File: src/rtl/x25519_pkg.sv
// Shared X25519 field constants and the reducer state type, used by the multiplier,
// the reducer and the ladder sequencer.
package x25519_pkg;

  localparam int unsigned FIELD_W = 255;
  localparam int unsigned WORD_W  = 256;
  localparam int unsigned PROD_W  = 512;

  localparam logic [WORD_W-1:0] P25519 = (256'd1 << 255) - 256'd19;

  // 2^256 = 38 and 2^255 = 19 (mod p)
  localparam int unsigned FOLD256 = 38;
  localparam int unsigned FOLD255 = 19;

  typedef enum logic [2:0] {
    StIdle,
    StF1,
    StF2,
    StF3,
    StCsub,
    StDone
  } red_state_e;

endpackage

File: src/rtl/fp25519_reduce_if.sv
// Valid/ready handshake bundle between the multiplier, the reducer and the ladder sequencer.
interface fp25519_reduce_if;
  import x25519_pkg::*;

  logic              in_valid;
  logic              in_ready;
  logic [PROD_W-1:0] in_data;
  logic              out_valid;
  logic              out_ready;
  logic [WORD_W-1:0] out_data;
  logic              busy;

  modport master (
    output in_valid, in_data, out_ready,
    input  in_ready, out_valid, out_data, busy
  );

  modport slave (
    input  in_valid, in_data, out_ready,
    output in_ready, out_valid, out_data, busy
  );

endinterface

File: src/rtl/fp25519_csub.sv
// Combinational compare-and-subtract: returns a - p when a >= p, else a.
// Correct only for a < 2p.
module fp25519_csub
  import x25519_pkg::*;
(
  input  logic [WORD_W-1:0] i_a,
  output logic [WORD_W-1:0] o_r
);

  logic [WORD_W:0] w_diff;

  // Top bit of the widened difference is the borrow, i.e. a < p.
  assign w_diff = {1'b0, i_a} - {1'b0, P25519};
  assign o_r    = w_diff[WORD_W] ? i_a : w_diff[WORD_W-1:0];

endmodule

File: src/rtl/fp25519_reduce.sv
// Reduces a 512-bit product to the canonical residue mod 2^255-19 by three folding
// steps and one conditional subtraction; one operation in flight at a time.
module fp25519_reduce
  import x25519_pkg::*;
(
  input  logic             clk,
  input  logic             rst,
  fp25519_reduce_if.slave  bus
);

  red_state_e        r_state;
  logic [PROD_W-1:0] r_p;
  logic [262:0]      r_acc1;
  logic [256:0]      r_acc2;
  logic [WORD_W-1:0] r_acc3;
  logic [WORD_W-1:0] r_out_data;
  logic              r_out_valid;

  logic [262:0]      w_hi1;
  logic [262:0]      w_acc1;
  logic [256:0]      w_hi2;
  logic [256:0]      w_acc2;
  logic [WORD_W-1:0] w_hi3;
  logic [WORD_W-1:0] w_acc3;
  logic [WORD_W-1:0] w_csub;

  // Constant multiplies as shift-add: 38x = 32x + 4x + 2x, 19x = 16x + 2x + x.
  assign w_hi1  = {7'd0, r_p[PROD_W-1:WORD_W]};
  assign w_acc1 = {7'd0, r_p[WORD_W-1:0]} + (w_hi1 << 5) + (w_hi1 << 2) + (w_hi1 << 1);

  assign w_hi2  = {250'd0, r_acc1[262:256]};
  assign w_acc2 = {1'b0, r_acc1[WORD_W-1:0]} + (w_hi2 << 5) + (w_hi2 << 2) + (w_hi2 << 1);

  assign w_hi3  = {254'd0, r_acc2[256:FIELD_W]};
  assign w_acc3 = {1'b0, r_acc2[FIELD_W-1:0]} + (w_hi3 << 4) + (w_hi3 << 1) + w_hi3;

  fp25519_csub u_csub (
    .i_a (r_acc3),
    .o_r (w_csub)
  );

  always_ff @(posedge clk or negedge rst) begin
    if (!rst) begin
      r_state     <= StIdle;
      r_p         <= '0;
      r_acc1      <= '0;
      r_acc2      <= '0;
      r_acc3      <= '0;
      r_out_data  <= '0;
      r_out_valid <= 1'b0;
    end else begin
      unique case (r_state)
        StIdle: begin
          if (bus.in_valid) begin
            r_p     <= bus.in_data;
            r_state <= StF1;
          end
        end
        StF1: begin
          r_acc1  <= w_acc1;
          r_state <= StF2;
        end
        StF2: begin
          r_acc2  <= w_acc2;
          r_state <= StF3;
        end
        StF3: begin
          r_acc3  <= w_acc3;
          r_state <= StCsub;
        end
        StCsub: begin
          r_out_data  <= w_csub;
          r_out_valid <= 1'b1;
          r_state     <= StDone;
        end
        StDone: begin
          if (bus.out_ready) begin
            r_out_valid <= 1'b0;
            r_state     <= StIdle;
          end
        end
        default: r_state <= StIdle;
      endcase
    end
  end

  assign bus.in_ready  = (r_state == StIdle);
  assign bus.busy      = (r_state != StIdle);
  assign bus.out_valid = r_out_valid;
  assign bus.out_data  = r_out_data;

endmodule
File: src/flat_wrapper.sv
// flat-port wrapper written by rule: the top's interface ports become plain ports
module fp25519_reduce_flat import x25519_pkg::*;
  (clk, rst, bus_in_valid, bus_in_data, bus_out_ready, bus_in_ready, bus_out_valid, bus_out_data, bus_busy);
  fp25519_reduce_if bus_i ();
  input  logic clk;
  input  logic rst;
  input wire logic [$bits(bus_i.in_valid)-1:0] bus_in_valid;
  input wire logic [$bits(bus_i.in_data)-1:0] bus_in_data;
  input wire logic [$bits(bus_i.out_ready)-1:0] bus_out_ready;
  output wire logic [$bits(bus_i.in_ready)-1:0] bus_in_ready;
  output wire logic [$bits(bus_i.out_valid)-1:0] bus_out_valid;
  output wire logic [$bits(bus_i.out_data)-1:0] bus_out_data;
  output wire logic [$bits(bus_i.busy)-1:0] bus_busy;
  assign bus_i.in_valid = bus_in_valid;
  assign bus_i.in_data = bus_in_data;
  assign bus_i.out_ready = bus_out_ready;
  assign bus_in_ready = bus_i.in_ready;
  assign bus_out_valid = bus_i.out_valid;
  assign bus_out_data = bus_i.out_data;
  assign bus_busy = bus_i.busy;
  fp25519_reduce u_core (.clk(clk), .rst(rst), .bus(bus_i));
endmodule
File: config.mk
export PLATFORM = sky130hd
export DESIGN_NAME = fp25519_reduce_flat
export DESIGN_NICKNAME = d
export VERILOG_FILES = /design/src/rtl/x25519_pkg.sv /design/src/rtl/fp25519_reduce_if.sv /design/src/rtl/fp25519_csub.sv /design/src/rtl/fp25519_reduce.sv /design/src/flat_wrapper.sv
export SDC_FILE = /design/constraint.sdc
export NUM_CORES = 2
export LEC_CHECK = 0
export CAP_MARGIN = 40
export CELL_PAD_IN_SITES_DETAIL_PLACEMENT = 1
export CELL_PAD_IN_SITES_GLOBAL_PLACEMENT = 2
export CORE_MARGIN = 2
export CORE_UTILIZATION = 25
export DETAILED_ROUTE_END_ITERATION = 6
export PLACE_DENSITY = 0.59
export RECOVER_POWER = 25
export SYNTH_ARGS = -nofsm -noshare
export SYNTH_HDL_FRONTEND = slang
export SYNTH_SLANG_ARGS = --single-unit
export TNS_END_PERCENT = 20
File: constraint.sdc
create_clock -name clk -period 10.4 [get_ports clk]
set_input_delay 1.04 -clock clk [delete_from_list [all_inputs] [get_ports clk]]
set_output_delay 1.04 -clock clk [all_outputs]
set_load 0.01 [all_outputs]
==> Yosys cells after proc, flatten, opt, wreduce, memory -nomap -nowiden <==
Index checks and enable logic that the tools add are counted.
{ "word_totals": {"register_bits": 1548, "input_bits": 516, "output_inout_bits": 259, "elab_cells": 36} }
{ "classes": {"add_sub_neg": 10, "n_eq_ne": 7, "n_mux": 6, "reduce_logical": 6} }
{ "ops": {"columns": ["op", "count"], "rows": [
  ["263-bit by 257-bit adder with 263-bit output", 1],
  ["263-bit by 258-bit adder with 263-bit output", 1],
  ["256-bit by 261-bit adder with 262-bit output", 1],
  ["256-bit by 12-bit adder with 257-bit output", 1],
  ["257-bit by 8-bit adder with 257-bit output", 1],
  ["257-bit by 9-bit adder with 257-bit output", 1],
  ["256-bit by 255-bit subtractor with 257-bit output (second input constant)", 1],
  ["255-bit by 6-bit adder with 256-bit output", 1],
  ["256-bit by 2-bit adder with 256-bit output", 1],
  ["256-bit by 3-bit adder with 256-bit output", 1],
  ["256-bit two-way mux", 1],
  ["3-bit case mux with 6 select lines", 1],
  ["3-bit by 2-bit == test with 1-bit output (second input constant)", 2],
  ["3-bit == test (second input constant)", 2],
  ["3-bit two-way mux", 2],
  ["2-bit AND reduction", 3],
  ["2-bit inequality test (second input constant)", 2],
  ["3-bit by 1-bit == test with 1-bit output (second input constant)", 1],
  ["3-bit logical NOT", 1],
  ["3-bit nonzero test", 1],
  ["1-bit case mux with 2 select lines", 1],
  ["2-bit nonzero test", 1],
  ["1-bit two-way mux", 1]
]} }

==> Logic depth before layout (Yosys ltp) <==
{ "depth": {"depth_word": 3, "ltp_mapped": 37, "ltp_nobuf": 36} }

==> Hierarchy <==
Synthesis repeated with hierarchy kept, for this count alone.
{ "unflattened": {"hier_cells": 12657, "hier_area_um2": 108003.6} }
{ "modules_own_cells": {"columns": ["module", "instances", "cells_each", "area_each_um2", "seq_area_each_um2"], "rows": [
  ["fp25519_reduce", 1, 11321, 99920.8, 38712.1],
  ["fp25519_csub", 1, 1336, 8082.8, 0.0]
]} }

==> Worst setup path before layout <==
No wires, ideal clock.
{ "synth_path": {"path_type": "reg2reg", "startpoint": "reg u_core.r_p[258]", "endpoint": "reg u_core.r_acc1[261]", "setup_time_ps": 82, "arrival_time_ps": 7892, "required_ps": 10318, "setup_slack_ps": 2426, "stages_incl_launch_ff": 36, "path_buffers": 1, "synth_period_minus_slack_ps": 7974, "path_cell_list": "dfrtp_1 ha_1 o21a_1 a21oi_1 o31a_1 o21ai_0 a21oi_1 o21a_1 o41ai_1 a211oi_1 o31ai_1 a21o_1 a21oi_1 o21ai_0 a21oi_1 o41ai_1 xnor2_1 fa_1 inv_1 ha_1 clkbuf_1 nand2_1 nor2_1 nand2_1 or3b_2 or3b_2 o211ai_1 o21ai_0 a21oi_1 a21oi_1 o21ai_0 a21oi_1 o221ai_1 a221oi_1 or3b_2 a31oi_1"} }
{ "synth_between": {"elab_chain_cells": 3} }
{ "synth_lines": {"columns": ["element", "line_no", "rtl"], "rows": [
  ["start: declaration", "fp25519_reduce.sv:12", "logic [PROD_W-1:0] r_p;"],
  ["start signal: assignment", "fp25519_reduce.sv:55", "r_p <= bus.in_data;"],
  ["256-bit by 261-bit adder with 262-bit output", "fp25519_reduce.sv:29", "assign w_acc1 = {7'd0, r_p[WORD_W-1:0]} + (w_hi1 << 5) + (w_hi1 << 2) + (w_hi1 << 1);"],
  ["263-bit by 258-bit adder with 263-bit output", "fp25519_reduce.sv:29", null],
  ["263-bit by 257-bit adder with 263-bit output (*)", "fp25519_reduce.sv:29", null],
  ["end signal: assignment", "fp25519_reduce.sv:60", "r_acc1 <= w_acc1;"],
  ["end: declaration", "fp25519_reduce.sv:13", "logic [262:0] r_acc1;"]
]} }
Mark *: on every way between the ends. The rest lies on a longest branch, timed or not.
A chain may end at the register's enable or synchronous reset.

==> Worst setup path after layout <==
{ "layout_path": {"startpoint": "reg u_core.r_p[258]", "endpoint": "reg u_core.r_acc1[216]"} }
Same word-level chain as after synthesis.

==> key figures <==
Run status
  • Status: finished with violations
  • Failing checks: max-capacitance violations, max-slew violations

Timing
  • Fin crit share: 94.5%
  • FMAX: 102 MHz
  • Min Tclk post-route: 9.83 ns
  • Worst Tran Pin Value: 6.39 ns
  • Endpoints failing setup: 0
  • Final Max Tran Viols: 934
  • RSZ-0062 raised after global routing: yes
  • Hold WS: 0.475 ns
  • Final hold violations: 0
  • Clock Skews: 0.0933 ns
  • Final worst slack: 0.570 ns
  • TNS Setup: 0 ns
  • Max_slew headroom: -326%

Route
  • Detail Route Antenna Nets: 0
  • Vias: 103000
  • Initial DRT Pass Iterations: 6
  • DRC: 0
  • Vias per cell: 4.92
  • Drt total wl: 504 mm
  • Initial DRC count: 6727
  • WL/cell: 24.0 um

Yosys
  • Async set-or-reset flop fraction in the synthesized netlist: 100%
  • Post-Syn Area per Cell: 8.10 sq um
  • Yosys cell types: 90
  • Cells after Synth: 14100
  • Yosys top cell by area: dfrtp_1
  • Post-synth EDFFs: 0
  • Syn. warnings: 0
  • Top FF cell, synth: dfrtp_1
  • Seq/Total Area, Yosys: 33.8%
  • Syn Std Cell Area: 115000 sq um
  • Syn_nets: 15500
  • FF+latch count, synth: 1548
  • Top post-synthesis cells by area: dfrtp_1 (34%), o21ai_0 (7.8%), nand2_1 (7.7%)
  • Synth top area share: 33.8%

Finish
  • NumNets Final: 16100
  • Layout overhead on the synthesized area: 19.5%
  • Layout cells sized above 1: 6.60%
  • Commonest non-fill, non-tap cell in the layout: nand2_1
  • Finished Core Util: 30.0%
  • Most frequent cells in the layout: nand2_1 (2351), o21ai_0 (1786), dfrtp_1 (1548), inv_1 (1035), a21oi_1 (929)

Floorplanning
  • Die X: 681 um
  • FP Rows: 248
  • Starting Density: 25.1%
  • Die height: 681 um
  • Die ar.: 463000 sq um
  • Core area: 456000 sq um
  • Ports: 775

Worst setup path
  • Worst EP arrival: 10.56 ns
  • Crit Reg-Reg Startpoint: u_core.r_p[258]$_DFFE_PN0P_
  • Reg2reg setup slack: 0.57 ns
  • Reg-to-Reg End: u_core.r_acc1[216]$_DFFE_PN0P_
  • Setup Crit Path Kind: flip-flop to flip-flop
  • Worst path max stage delay: 0.60 ns
  • Critical Path RT: 11.13 ns
  • Critical Path Fanout Max: 4
  • Worst R2R Path Depth: 36
  • Slowest stage cell, crit path: nor4_1
  • Critical Path Start Type: flip-flop
  • Crit end category: flip-flop

GRT
  • Largest net degree at the start of global routing: 254
  • Initial antenna violation count: 14
  • GRT overflow: 0
  • Vias in the first global route: 105000
  • Total track usage: 21.2%
  • First-pass GRT wire length: 742 mm

Clock network
  • CTS Root Cell: clkbuf_16
  • Clock transition at path regs: 0.06 ns
  • Clock Latency Late Sink: 0.95 ns
  • Clock sinks: 1548
  • CTS tree: built
  • Clock buffer depth: 4
  • Htree depth: 4
  • Total CTS buffers: 202

Min path
  • Hold WC Path Type: flip-flop to flip-flop
  • Hold worst-path end: u_core.bus.out_data[46]$_DFFE_PN0P_
  • Hold Crit Depth: 2
  • HP Start: u_core.bus.out_data[46]$_DFFE_PN0P_

Place
  • Final HPWL DP: 422 mm
  • IO Port Bufs: 774
  • Place WS: 0.123 ns
  • GP Congestion: 0.905

Job
  • Max Cap Viol: 12
==> metrics by stage <==
stage                     cell area (sq um)  std cells
after CTS                            137000      20900
after detailed placement             130000      20600
after floorplan                      115000      14100
after global routing                 137000      20900
final                                137000      21000
after global placement               130000      20600
==> cells in the mapped netlist, types with 47 or more instances <==
cell,instances
or3_1,60
or2_2,47
nand3_1,430
xnor2_1,596
o21a_1,65
xor2_1,664
dfrtp_1,1548
inv_1,1035
clkbuf_1,613
mux2_2,257
o21ai_0,1790
fa_1,270
nand4_1,491
nand2_1,2351
o21bai_1,193
a21boi_0,47
nor3_1,243
nor4_1,105
and4_1,56
a31oi_1,68
and2_1,71
ha_1,543
and3_1,216
nor2_1,768
a21o_1,174
a21oi_1,930
==> registers in the layout (all words and copies together) (netlist names) <==
signal,cells
u_core.r_state,3
u_core.bus.out_data,256
u_core.bus.out_valid,1
u_core.r_p,512
u_core.r_acc3,256
u_core.r_acc1,263
u_core.r_acc2,257
==> metal layers <==
| layer | up-vias | track usage [%] | part of all wire [%] |
|---|---|---|---|
| li1 | 50100 | - | - |
| met1 | 50800 | 35.5 | 57 |
| met2 | 1894 | 28.5 | 38 |
| met3 | 376 | 1.84 | 3.6 |
| met4 | 0 | 4.00 | 1.9 |
| met5 | - | 0 | 0 |
==> layout make-up <==
type                    instances  area [sq um]
diodes                         11          27.5
flip-flops and latches       1548         38700
well taps                    6000          7510
fillers                     54000        319000
repair buffers               1074         10200
multi-input cells           10900         69600
clock buffers                 274          5700
inverters                    1035          3880
clock inverters                87          1220
==> worst max-delay path: cells and delay by family, from the launching register on <==
kind                       cells  cell delay (ns)
AOI/OAI and AO/OA             20             4.64
and+or+nand+nor                5             2.07
adders and majority gates      3             1.18
buffers and inverters          6             0.95
DFF                            1             0.44
xor gates and xnor gates       2             0.32
==> kinds of logic after synthesis <==
group	share of synthesized area [%]
AND/OR/NAND/NOR	20.3
buffers and inverters	5.45
XOR/XNOR	9.64
AO/OA/AOI/OAI	17.6
multiplexers	2.54
flip-flops	33.8
adder cells (fa/ha/maj)	10.7
==> worst max path at each step <==
stage	slack, ns	start	cells past startpoint	endpoint
finish	0.57	u_core.r_p[258]$_DFFE_PN0P_	36	u_core.r_acc1[216]$_DFFE_PN0P_
global route	-0.006	u_core.r_p[11]$_DFFE_PN0P_	37	u_core.r_acc1[259]$_DFFE_PN0P_
CTS	0.02	u_core.r_p[61]$_DFFE_PN0P_	39	u_core.r_acc1[255]$_DFFE_PN0P_
detailed placement	0.12	u_core.r_p[256]$_DFFE_PN0P_	38	u_core.r_acc1[255]$_DFFE_PN0P_
global placement	-0.66	u_core.r_p[61]$_DFFE_PN0P_	37	u_core.r_acc1[255]$_DFFE_PN0P_
floorplan	2.43	u_core.r_p[258]$_DFFE_PN0P_	35	u_core.r_acc1[261]$_DFFE_PN0P_
==> repair_timing <==
item / CTS / global route
hold buffers: 0 / 0
buffers inserted: 0 / 0
resized for setup: 1 / 12
endpoints found under the setup margin: 1 / 22
Power is left out: the tool's default activity adds up to more than one toggle a clock period on the data nets, which glitch-free logic cannot reach.
